==> src/rtl/msu_ddram_pkg.sv <==
// msu_ddram_pkg: shared widths, arbiter state encoding and pending-request record
package msu_ddram_pkg;
  localparam int ADDR_W  = 29;
  localparam int DATA_W  = 64;
  localparam int BURST_W = 8;
  typedef enum logic [1:0] {ST_IDLE, ST_ISSUE, ST_WAIT} state_t;
  typedef struct packed {
    logic [ADDR_W-1:0]  addr;
    logic [BURST_W-1:0] burstcnt;
  } pend_t;
  function automatic logic [BURST_W-1:0] fix_burst(input logic [BURST_W-1:0] b);
    return b == '0 ? BURST_W'(1) : b;
  endfunction
endpackage

==> src/rtl/msu_rr_arb2.sv <==
// msu_rr_arb2: two-way round-robin pick, the client that was not served last wins a tie
module msu_rr_arb2 (
  input  logic [1:0] req,
  input  logic       last,
  output logic       grant,
  output logic       valid
);
  // sole requester wins outright; on a tie the other client than last goes first
  always_comb begin
    valid = |req;
    grant = &req ? ~last : req[1];
  end
endmodule

==> src/rtl/msu_ddram_arbiter.sv <==
// msu_ddram_arbiter: shares the MSU1 DDRAM read port between the data streamer and audio fetcher
module msu_ddram_arbiter
  import msu_ddram_pkg::*;
(
  input  logic               DDRAM_CLK,
  input  logic               reset,
  input  logic               DDRAM_BUSY,
  output logic [BURST_W-1:0] DDRAM_BURSTCNT,
  output logic [ADDR_W-1:0]  DDRAM_ADDR,
  output logic               DDRAM_RD,
  input  logic [DATA_W-1:0]  DDRAM_DOUT,
  input  logic               DDRAM_DOUT_READY,
  output logic [DATA_W-1:0]  DDRAM_DIN,
  output logic [7:0]         DDRAM_BE,
  output logic               DDRAM_WE,
  input  logic [ADDR_W-1:0]  c0_addr,
  input  logic [BURST_W-1:0] c0_burstcnt,
  input  logic               c0_rd,
  output logic               c0_busy,
  output logic [DATA_W-1:0]  c0_dout,
  output logic               c0_dout_ready,
  input  logic [ADDR_W-1:0]  c1_addr,
  input  logic [BURST_W-1:0] c1_burstcnt,
  input  logic               c1_rd,
  output logic               c1_busy,
  output logic [DATA_W-1:0]  c1_dout,
  output logic               c1_dout_ready
);
  state_t             state, state_n;
  pend_t              pend [2];
  logic [1:0]         pend_v, take, clr;
  logic               owner, owner_n, last, last_n, grant, gnt_v, issue_ok, beat, rd_n;
  logic [BURST_W-1:0] beats, beats_n, bc_n;
  logic [ADDR_W-1:0]  addr_n;
  assign DDRAM_DIN = '0;
  assign DDRAM_BE  = 8'hFF;
  assign DDRAM_WE  = 1'b0;
  // a client is busy while its slot is full or its own burst is in flight
  always_comb begin
    c0_busy       = pend_v[0] | (state != ST_IDLE & ~owner);
    c1_busy       = pend_v[1] | (state != ST_IDLE & owner);
    take          = {c1_rd & ~c1_busy, c0_rd & ~c0_busy};
    issue_ok      = state == ST_ISSUE & ~DDRAM_BUSY;
    beat          = DDRAM_DOUT_READY & (state == ST_WAIT | issue_ok);
    c0_dout       = DDRAM_DOUT;
    c1_dout       = DDRAM_DOUT;
    c0_dout_ready = beat & ~owner;
    c1_dout_ready = beat & owner;
  end
  msu_rr_arb2 u_rr (
    .req  (pend_v),
    .last (last),
    .grant(grant),
    .valid(gnt_v)
  );
  // next-state: grant from idle, drop the command once taken, count beats down to the last
  always_comb begin
    state_n = state;
    owner_n = owner;
    last_n  = last;
    beats_n = beats;
    rd_n    = DDRAM_RD;
    addr_n  = DDRAM_ADDR;
    bc_n    = DDRAM_BURSTCNT;
    clr     = '0;
    if (state == ST_IDLE && gnt_v) begin
      state_n    = ST_ISSUE;
      owner_n    = grant;
      last_n     = grant;
      rd_n       = 1'b1;
      addr_n     = pend[grant].addr;
      bc_n       = pend[grant].burstcnt;
      beats_n    = pend[grant].burstcnt;
      clr[grant] = 1'b1;
    end
    if (issue_ok) begin
      rd_n    = 1'b0;
      state_n = ST_WAIT;
    end
    if (beat) begin
      beats_n = beats - 1'b1;
      state_n = beats == BURST_W'(1) ? ST_IDLE : state_n;
    end
  end
  // control state and the DDRAM command registers
  always_ff @(posedge DDRAM_CLK or posedge reset)
    if (reset) begin
      state          <= ST_IDLE;
      owner          <= 1'b0;
      last           <= 1'b1;
      beats          <= '0;
      DDRAM_RD       <= 1'b0;
      DDRAM_ADDR     <= '0;
      DDRAM_BURSTCNT <= '0;
    end else begin
      state          <= state_n;
      owner          <= owner_n;
      last           <= last_n;
      beats          <= beats_n;
      DDRAM_RD       <= rd_n;
      DDRAM_ADDR     <= addr_n;
      DDRAM_BURSTCNT <= bc_n;
    end
  // one pending slot per client; a zero burst length is stored as one beat
  always_ff @(posedge DDRAM_CLK or posedge reset)
    if (reset) begin
      pend_v  <= '0;
      pend[0] <= '0;
      pend[1] <= '0;
    end else begin
      pend_v <= (pend_v & ~clr) | take;
      if (take[0]) pend[0] <= pend_t'({c0_addr, fix_burst(c0_burstcnt)});
      if (take[1]) pend[1] <= pend_t'({c1_addr, fix_burst(c1_burstcnt)});
    end
endmodule

==> config.mk <==
export PLATFORM = sky130hd
export DESIGN_NAME = msu_ddram_arbiter
export DESIGN_NICKNAME = d
export VERILOG_FILES = /design/src/rtl/msu_ddram_pkg.sv /design/src/rtl/msu_rr_arb2.sv /design/src/rtl/msu_ddram_arbiter.sv
export SDC_FILE = /design/constraint.sdc
export NUM_CORES = 1
export LEC_CHECK = 0
export ABC_AREA = 1
export CORE_AREA = 2 2 152 154
export DETAILED_ROUTE_END_ITERATION = 10
export DIE_AREA = 0 0 154 156
export PLACE_DENSITY = 0.77
export SLEW_MARGIN = 20
export SYNTH_ARGS = -nofsm -noshare
export SYNTH_HDL_FRONTEND = slang
export SYNTH_SLANG_ARGS = --single-unit
==> constraint.sdc <==
create_clock -name DDRAM_CLK -period 7.6 [get_ports DDRAM_CLK]
set_clock_uncertainty 0.05 [all_clocks]
set_input_delay 1.52 -clock DDRAM_CLK [delete_from_list [all_inputs] [get_ports DDRAM_CLK]]
set_output_delay 1.52 -clock DDRAM_CLK [all_outputs]
set_load 0.005 [all_outputs]
==> results of run 1 <==
-- worst min-delay path, stage by stage, from the launching register on --
cell and delay, ns:
dfstp_2 0.37, nand2_1 0.05, nand2_1 0.05
-- power groups by stage --
stage	clock network (mW)	logic, mW	registers (mW)
3_3_place_gp	0	0.0746	0.683
4_1_cts	0.942	0.0751	0.671
3_5_place_dp	0	0.0747	0.683
6_report	0.917	0.0738	0.671
5_1_grt	0.971	0.0835	0.670
2_1_floorplan	0	0.106	0.683
-- cell usage in the layout, fill, tap and decap left out, drive strengths merged, types with 5 or more instances in the layout --
cell type        n
nand3           49
inv            104
a21oi           12
nor2            32
o21ai           70
clkdlybuf4s50  121
nand2          206
clkbuf          18
conb            73
dfrtp          125
bufinv           5
o211ai          12
-- routing by layer --
layer	vias to the layer above	wire (um)
li1	2309	-
met2	220	7600
met5	-	0
met4	0	643
met3	59	1410
met1	2255	6770
-- cells by family (layout without fill, tap and decap cells) --
logic type | after synthesis | in the layout
AO/OA/AOI/OAI | 99 | 99
adder cells (fa/ha/maj) | 2 | 2
buffers and inverters | 330 | 255
flip-flops | 126 | 126
other | 2 | 73
AND/OR/NAND/NOR | 292 | 292
-- worst min-delay path by stage --
| stage | to |
|---|---|
| 6_report | last |
| 5_1_grt | last |
| 4_1_cts | last |
| 3_5_place_dp | last |
| 3_3_place_gp | DDRAM_ADDR[3] |
| 2_1_floorplan | pend[3] |
-- through the flow --
stage	setup slack [ns]	hold slack [ns]	cells
final	2.93	0.423	1132
after global placement	2.97	0.409	1100
after CTS	2.93	0.422	1132
after floorplan	2.68	0.394	922
after detailed placement	2.94	0.413	1100
after global routing	2.77	0.435	1132
-- sequential cells by signal, summed over array words and instances (netlist names) --
| name | cells |
|---|---|
| DDRAM_BURSTCNT | 8 |
| DDRAM_RD | 1 |
| last | 1 |
| owner | 1 |
| state | 2 |
| DDRAM_ADDR | 29 |
| pend | 74 |
| pend_v | 2 |
| beats | 8 |
-- layout make-up --
class | count | area (um^2) | area share, %
Clock inverter | 14 | 230 | 2.92
Multi-Input combinational cell | 466 | 2110 | 26.8
Tap cell | 285 | 357 | 4.52
Inverter | 99 | 374 | 4.74
Clock buffer | 18 | 429 | 5.44
Timing Repair Buffer | 124 | 1230 | 15.6
Sequential cell | 126 | 3150 | 40.0
==> flow_summary_export.csv, run 1 <==
group,metric,value,unit
worst_setup_path,rrSetupSlack,5.45,ns
clock_network,insertion_delay,0.41,ns
run_status,outcome,"finished, final reports clean",
worst_setup_path,worst-r2r-cell-count,7,
logic_synthesis,synth_edf_count,0,
logic_synthesis,seq_area_frac_synth,44.5,%
clock_network,cts_max_level,4,
timing,min_period,4.67,ns
logic_synthesis,yosys-top-cells-area,"dfrtp_1, buf_4, nand2_1",
floorplanning,die_w,154,um
clock_network,cts-root-buf,"clkbuf_16",
placement,hpwlAfterDp,11200,um
min_path,whs_path_depth,2,
grt,grt.overflow.total,0,
layout,stdcell_area,7890,um^2
min_path,hold_path.class,"register to register",
pwr,peakVddDrop,0.142,mV
logic_synthesis,yosys.area_share.simple,17.3,%
worst_setup_path,endpoint_kind,"output pin",
timing,finalCritPeriodShare,61.5,%
drt,drt_first_pass_iters,5,
grt,use_met1,16.1,%
logic_synthesis,synth_seq_cells,126,
logic_synthesis,yosys_warnings,0,
floorplanning,core-area,22400,um^2
worst_setup_path,max_stage_delay,0.52,ns
worst_setup_path,crit_chain,"clkdlybuf4s50_1, inv_1, nand2_1, nand2_1, nand2_1, nor2_1, clkdlybuf4s50_1",
pwr,p_leak,3.96,nW
worst_setup_path,cpMostUsedCell,"nand2_1",
clock_network,tritoncts,"built",
pwr,power.switching,0.363,mW
worst_setup_path,r2r-start,"state[1]",
logic_synthesis,synth_area,7090,um^2
worst_setup_path,crit_family,"buffers and inverters",
worst_setup_path,crit_start,"DDRAM_BUSY",
worst_setup_path,endpoint,"c0_dout_ready",
grt,grt_max_degree,76,
worst_setup_path,path_depth,7,
clock_network,cts.repair.resized,0,
timing,clock.fmax,214,MHz
logic_synthesis,synth_cell_types,29,
layout,drive_gt1_share,7.32,%
pwr,p_seq_share,40.4,%
grt,grt_use_met2,21.6,%
floorplanning,num_rows,55,
job,max_cap_viol_count,0,
grt,use_met3,5.53,%
min_path,worstHoldStart,"last",
worst_setup_path,critPathKind,"input pin to output pin",
clock_network,cts.sinks,126,
worst_setup_path,cp_slowest_cell,"clkdlybuf4s50_1",
logic_synthesis,synthCells,851,
worst_setup_path,arrival,3.10,ns
placement,place_congestion,0.756,
logic_synthesis,synth.area.mux_share,0,%
grt,grt_pass1_vias,4743,
clock_network,post_cts.repair.setup_buffers,0,
timing,slew_viol_final,0,
clock_network,clkTransAtPathRegs,0.06,ns
grt,grt_pass1_wl,25400,um
drt,drt-vias-per-instance,4.28,
drt,routed_wl,16400,um
pwr,powerDensity,211,nW/um^2
logic_synthesis,async_reset_ff_share,100,%
drt,wl_per_cell,14.5,um
logic_synthesis,yosysTopAreaCell,"dfrtp_1",
pwr,power.total,1.66,mW
logic_synthesis,synth_compound_area_share,7.91,%
timing,setup_tns,0,ns
logic_synthesis,synth_commonest_cells,"buf_4, nand2_1, dfrtp_1",
placement,numPortBuffers,121,
placement,dpl_cell_area,7230,um^2
layout,antennaDiodeCount,0,
drt,drc,0,
drt,vias,4843,
logic_synthesis,synth.most_common_cell,"buf_4",
layout,finish.utilization,35.3,%
floorplanning,pin_count,387,
layout,nFillCells,2304,
clock_network,numCtsBuffers,17,
pwr,p_int,1.30,mW
floorplanning,initial_core_util,31.7,%
logic_synthesis,synth_top_family_by_area,"buffers and inverters",
logic_synthesis,ys.flop_type,"dfrtp_1",
layout,syn_to_final_growth,11.4,%
pwr,switching_share,21.8,%
worst_setup_path,start_kind,"input pin",
drt,route.antenna.remaining_nets,0,
timing,maxSlewHeadroom,37.2,%
worst_setup_path,worstPathRequired,6.03,ns
clock_network,cts_hold_buf,0,
grt,grt.busiest_layer,"met2",
logic_synthesis,avgSynthCellArea,8.33,um^2
grt,grt_antenna_before_repair,0,
timing,worst_pin_slew,0.943,ns
timing,rsz0062_at_grt,"no",
timing,setup_viol,0,
logic_synthesis,synth_xor_xnor_area_share,0,%
pwr,power.share.clock,55.2,%
logic_synthesis,synth_top_cell_area_share,44.1,%
worst_setup_path,cp_num_buf_inv,3,
worst_setup_path,cp_max_fo,12,
layout,nets,980,
timing,finalHoldViolations,0,
grt,grt_util_all_layers,13.8,%
logic_synthesis,synth_fa_ha_area_share,0.353,%
pwr,p_comb_share,4.4,%
worst_setup_path,reg2reg_to,"pend[0]",
clock_network,clk_path_buf_depth,2,
drt,drtIter0Drc,251,
floorplanning,dieHeight,156,um
floorplanning,dieArea,24000,um^2
No activity file was read; power rests on OpenSTA's default activity.
==> inputs of run 2 (changes only) <==
--- a/config.mk
+++ b/config.mk
@@ -6,10 +6,10 @@
 export NUM_CORES = 1
 export LEC_CHECK = 0
 export ABC_AREA = 1
-export CORE_AREA = 2 2 152 154
+export CORE_AREA = 2 2 149 151
 export DETAILED_ROUTE_END_ITERATION = 10
-export DIE_AREA = 0 0 154 156
-export PLACE_DENSITY = 0.77
+export DIE_AREA = 0 0 151 153
+export PLACE_DENSITY = 0.79
 export SLEW_MARGIN = 20
 export SYNTH_ARGS = -nofsm -noshare
 export SYNTH_HDL_FRONTEND = slang
==> constraint.sdc (replaced) <==
create_clock -name DDRAM_CLK -period 4.6 [get_ports DDRAM_CLK]
set_clock_uncertainty 0.05 [all_clocks]
set_input_delay 0.92 -clock DDRAM_CLK [delete_from_list [all_inputs] [get_ports DDRAM_CLK]]
set_output_delay 0.92 -clock DDRAM_CLK [all_outputs]
set_load 0.005 [all_outputs]
==> run 2 against run 1 <==
- final cell count is 0.18% lower
- hold slack gained 0.0064 ns
- sequential power grew 65%
- first-iteration DRC count is 12% lower
- die area fell by 3.8%
- sequential share of layout area increased by 0.37 points
- critical path depth unchanged
- wire length is 4.0% lower
- via count up 1.1%
- count of clock-buffer cells in the layout rose by 2
- largest cell class unchanged
- highest routed layer unchanged
==> flow_summary_export.csv, run 2 (same netlist as run 1, synthesis figures left out) <==
group,metric,value,unit
timing,min_period,3.46,ns
run_status,outcome,"finished, final reports clean",
grt,grt_use_met2,21.4,%
drt,drc,0,
clock_network,cts_max_level,4,
layout,finish.utilization,36.4,%
grt,grt_antenna_before_repair,1,
pwr,peakVddDrop,0.241,mV
placement,dp_worst_setup_slack,1.15,ns
min_path,hold_path.class,"register to register",
timing,setup_tns,0,ns
pwr,p_leak,3.93,nW
grt,grt.busiest_layer,"met2",
grt,grt_util_all_layers,14.0,%
grt,use_met3,5.28,%
floorplanning,dieArea,23100,um^2
timing,whs,0.429,ns
worst_setup_path,critPathKind,"input pin to output pin",
timing,rsz0062_at_grt,"no",
worst_setup_path,cp_max_fo,12,
pwr,powerDensity,324,nW/um^2
clock_network,cts.sinks,126,
placement,dpl_cell_area,7250,um^2
layout,stdcell_area,7820,um^2
floorplanning,die_w,151,um
layout,drive_gt1_share,7.54,%
worst_setup_path,cp_slowest_cell,"clkdlybuf4s50_1",
floorplanning,initial_core_util,33.0,%
drt,drtIter0Drc,220,
drt,route.antenna.remaining_nets,0,
clock_network,cts.repair.resized,0,
worst_setup_path,crit_family,"buffers and inverters",
layout,final_common_cell,"nand2_1",
grt,grt_pass1_wl,25200,um
worst_setup_path,crit_chain,"clkdlybuf4s50_1, inv_1, nand2_1, nand2_1, nand2_1, nor2_1, clkdlybuf4s50_1",
placement,hpwlAfterDp,10900,um
timing,slew_viol_final,0,
worst_setup_path,max_stage_delay,0.53,ns
pwr,power.total,2.53,mW
grt,grt_max_degree,76,
layout,nets,982,
timing,clock.fmax,289,MHz
layout,mostFrequentLayoutCells,"nand2_1, dfrtp_1, clkdlybuf4s50_1, inv_1, conb_1",
layout,final_cells,1130,
worst_setup_path,cpMostUsedCell,"nand2_1",
layout,syn_to_final_growth,10.3,%
layout,largest_reg_flops,74,
worst_setup_path,worstPathRequired,3.63,ns
drt,wl_per_cell,13.9,um
drt,drt_first_pass_iters,5,
floorplanning,core-area,21500,um^2
clock_network,cts-root-buf,"clkbuf_16",
drt,drt-vias-per-instance,4.33,
clock_network,tritoncts,"built",
clock_network,cts_hold_buf,0,
floorplanning,dieHeight,153,um
grt,grt.overflow.total,0,
clock_network,insertion_delay,0.42,ns
floorplanning,num_rows,54,
timing,finalHoldViolations,0,
timing,setup_viol,0,
job,max_cap_viol_count,0,
drt,vias,4896,
grt,grt_pass1_vias,4915,
grt,use_met1,16.7,%
floorplanning,pin_count,387,
layout,top_register,"pend",
clock_network,numCtsBuffers,17,
worst_setup_path,endpoint_kind,"output pin",
placement,dp.cells,1097,
timing,maxSlewHeadroom,37.4,%
worst_setup_path,cp_num_buf_inv,3,
clock_network,post_cts.repair.setup_buffers,0,
timing,finalCritPeriodShare,75.3,%
clock_network,clkTransAtPathRegs,0.05,ns
placement,place_congestion,0.792,
worst_setup_path,arrival,2.49,ns
placement,numPortBuffers,121,
worst_setup_path,start_kind,"input pin",
layout,top_regs,"pend x74, DDRAM_ADDR x29",
drt,routed_wl,15800,um
timing,worst_pin_slew,0.939,ns
timing,worst_slack,1.14,ns
clock_network,clk_path_buf_depth,2,
run 2: final cells by class:
type	instances	area (um^2)
Timing Repair Buffer	126	1260
Sequential cell	126	3150
Tap cell	280	350
Antenna cell	1	2.50
Inverter	99	374
Clock buffer	20	457
Fill cell	2189	13700
Clock inverter	12	111
Multi-Input combinational cell	466	2110
run 2: report_power, final:
| group | switching [mW] | total, mW | internal (mW) |
|---|---|---|---|
| clock network | 0.525 | 1.30 | 0.775 |
| logic | 0.0582 | 0.123 | 0.0651 |
| registers | 0 | 1.11 | 1.11 |
| total | 0.583 | 2.53 | 1.95 |
run 2: worst register-to-register path, stage by stage (launching register included):
cell and delay, ns:
dfrtp_1 0.44, inv_2 0.11, nand2_4 0.08, nand2_1 0.13, nand3_2 0.49, buf_4 0.51, nand2_1 0.11, o21ai_0 0.09
run 2: per-layer routing:
layer	vias to the layer above	wire length, um
li1	2322	-
met1	2285	6620
met2	223	7180
met3	66	1360
met4	0	596
met5	-	0
run 2: final timing paths:
path	cells after the start	slack [ns]	startpoint	end
worst max-delay path	7	1.14	DDRAM_BUSY	c0_dout_ready
worst min-delay path	2	0.43	pend[64]	DDRAM_ADDR[19]
worst max register to register	7	2.45	state[1]	pend[9]
worst min register to register	2	0.43	pend[64]	DDRAM_ADDR[19]
max in group asynchronous	3	2.81	reset	last
min in group asynchronous	2	0.88	reset	pend[54]
==> inputs of run 3 (changes only) <==
--- a/config.mk
+++ b/config.mk
@@ -6,9 +6,9 @@
 export NUM_CORES = 1
 export LEC_CHECK = 0
 export ABC_AREA = 1
-export CORE_AREA = 2 2 149 151
+export CORE_AREA = 2 2 152 154
 export DETAILED_ROUTE_END_ITERATION = 10
-export DIE_AREA = 0 0 151 153
+export DIE_AREA = 0 0 154 156
 export PLACE_DENSITY = 0.79
 export SLEW_MARGIN = 20
 export SYNTH_ARGS = -nofsm -noshare
==> constraint.sdc (replaced) <==
create_clock -name DDRAM_CLK -period 2.9 [get_ports DDRAM_CLK]
set_clock_uncertainty 0.05 [all_clocks]
set_input_delay 0.58 -clock DDRAM_CLK [delete_from_list [all_inputs] [get_ports DDRAM_CLK]]
set_output_delay 0.58 -clock DDRAM_CLK [all_outputs]
set_load 0.005 [all_outputs]
==> run 3 against run 2 <==
- register-to-register slack lost 1.5 ns
- non-clock buffer count up 7
- hold slack improved by 0.0024 ns
- clock power up 59%
- count of clock-buffer cells in the layout fell by 2
- die area rose by 4.0%
- critical path type unchanged
==> flow_summary_export.csv, run 3 (same netlist as run 1, synthesis figures left out) <==
group,metric,value,unit
worst_setup_path,cpMostUsedCell,"nand2_1",
floorplanning,dieArea,24000,um^2
worst_setup_path,cp_num_buf_inv,3,
worst_setup_path,worstPathRequired,2.27,ns
drt,wl_met3,1230,um
worst_setup_path,reg2reg_to,"DDRAM_ADDR[0]",
layout,top_register,"pend",
timing,maxSlewHeadroom,60.2,%
grt,grt_pass1_vias,4701,
timing,min_period,2.54,ns
floorplanning,die_w,154,um
clock_network,cts_hold_buf,0,
drt,drt_first_pass_iters,4,
clock_network,cts.sinks,126,
worst_setup_path,arrival,1.91,ns
placement,place_congestion,0.770,
worst_setup_path,r2r-start,"pend_v[1]",
timing,clock.fmax,393,MHz
layout,drive_gt1_share,8.29,%
pwr,p_leak,3.95,nW
min_path,whs_path_depth,2,
layout,largest_reg_flops,74,
drt,vias,4842,
timing,rsz0062_at_grt,"no",
min_path,hold_path.class,"register to register",
drt,routed_wl,16200,um
clock_network,cts-root-buf,"clkbuf_16",
placement,hpwlAfterDp,11500,um
drt,wl_met2,7580,um
worst_setup_path,crit_family,"buffers and inverters",
timing,slew_viol_final,0,
timing,worst_pin_slew,0.597,ns
layout,nets,989,
grt,grt_util_all_layers,13.8,%
layout,antennaDiodeCount,0,
drt,drtIter0Drc,263,
worst_setup_path,critPathKind,"input pin to output pin",
clock_network,clk_path_buf_depth,2,
clock_network,cts_max_level,4,
timing,finalHoldViolations,0,
timing,setup_viol,0,
clock_network,post_cts.repair.setup_buffers,0,
grt,grt.overflow.total,0,
layout,finish.utilization,35.2,%
layout,final_common_cell,"nand2_1",
drt,route.antenna.remaining_nets,0,
clock_network,cts.repair.resized,0,
clock_network,numCtsBuffers,17,
worst_setup_path,start_kind,"input pin",
floorplanning,dieHeight,156,um
grt,grt_pass1_wl,25600,um
worst_setup_path,max_stage_delay,0.50,ns
grt,grt_antenna_before_repair,0,
layout,mostFrequentLayoutCells,"nand2_1, dfrtp_1, clkdlybuf4s50_1, inv_1, conb_1",
layout,top_regs,"pend x74, DDRAM_ADDR x29",
drt,drt-met1-wl,6870,um
drt,top_layer,"met4",
drt,wl_per_cell,14.2,um
floorplanning,pin_count,387,
min_path,worstHoldStart,"last",
worst_setup_path,worst-r2r-cell-count,6,
drt,drc,0,
pwr,powerDensity,512,nW/um^2
timing,finalCritPeriodShare,87.7,%
drt,drt-vias-per-instance,4.24,
clock_network,insertion_delay,0.42,ns
run_status,outcome,"finished, final reports clean",
clock_network,tritoncts,"built",
clock_network,clkTransAtPathRegs,0.06,ns
layout,syn_to_final_growth,11.0,%
job,max_cap_viol_count,0,
pwr,peakVddDrop,0.325,mV
worst_setup_path,crit_chain,"clkdlybuf4s50_1, inv_1, nand2_1, nand2_1, nand2_1, nor2_1, clkdlybuf4s50_1",
min_path,min_to,"last",
timing,setup_tns,0,ns
worst_setup_path,rrSetupSlack,0.97,ns
worst_setup_path,endpoint_kind,"output pin",
floorplanning,core-area,22400,um^2
floorplanning,initial_core_util,31.7,%
worst_setup_path,cp_slowest_cell,"clkdlybuf4s50_1",
grt,grt_max_degree,62,
pwr,power.total,4.02,mW
placement,numPortBuffers,121,
worst_setup_path,cp_max_fo,4,
floorplanning,num_rows,55,
run 3: cell count changes in the layout (fill, tap and decap cells not counted), sizes merged:
cell	previous run	this run
buf	5	12
clkinvlp	3	6
diode	1	0
clkbuf	20	18
clkinv	5	4
run 3: worst max-delay path by stage:
stage,startpoint,to,cells past startpoint
3_5_place_dp,DDRAM_BUSY,c0_dout_ready,7
3_3_place_gp,DDRAM_BUSY,c0_dout_ready,7
6_report,DDRAM_BUSY,c0_dout_ready,7
2_1_floorplan,reset,DDRAM_ADDR[0],1
4_1_cts,DDRAM_BUSY,c0_dout_ready,7
5_1_grt,DDRAM_BUSY,c0_dout_ready,7
run 3: worst min-delay path, stage by stage (launching register included):
cell and delay [ns]:
dfstp_2 0.37, nand2_1 0.06, nand2_1 0.05
run 3: stage by stage:
stage | std cells | setup WS, ns | instance area [um^2] | hold WS, ns
2_1_floorplan | 922 | 0.718 | 7360 | 0.394
3_3_place_gp | 1109 | 0.418 | 7300 | 0.412
3_5_place_dp | 1109 | 0.367 | 7300 | 0.420
4_1_cts | 1141 | 0.366 | 7870 | 0.430
5_1_grt | 1141 | 0.282 | 7870 | 0.442
6_report | 1141 | 0.357 | 7870 | 0.431
run 3: per-layer routing:
| layer | global-route usage [%] | up-vias |
|---|---|---|
| met5 | 0 | - |
| met1 | 16.7 | 2231 |
| li1 | - | 2336 |
| met3 | 4.92 | 54 |
| met2 | 21.7 | 221 |
| met4 | 7.12 | 0 |
run 3: where the power goes:
group	total (mW)	switching, mW	internal, mW
clock network	2.07	0.876	1.19
logic	0.196	0.0915	0.105
registers	1.76	0	1.76
total	4.02	0.968	3.06
run 3: area by class of cell:
class                   count  area [um^2]
clock inverters            14          136
repair buffers            133         1310
clock buffers              18          429
inverters                  99          375
well taps                 285          357
multi-input cells         466         2100
flip-flops and latches    126         3150
fillers                  2305        14500
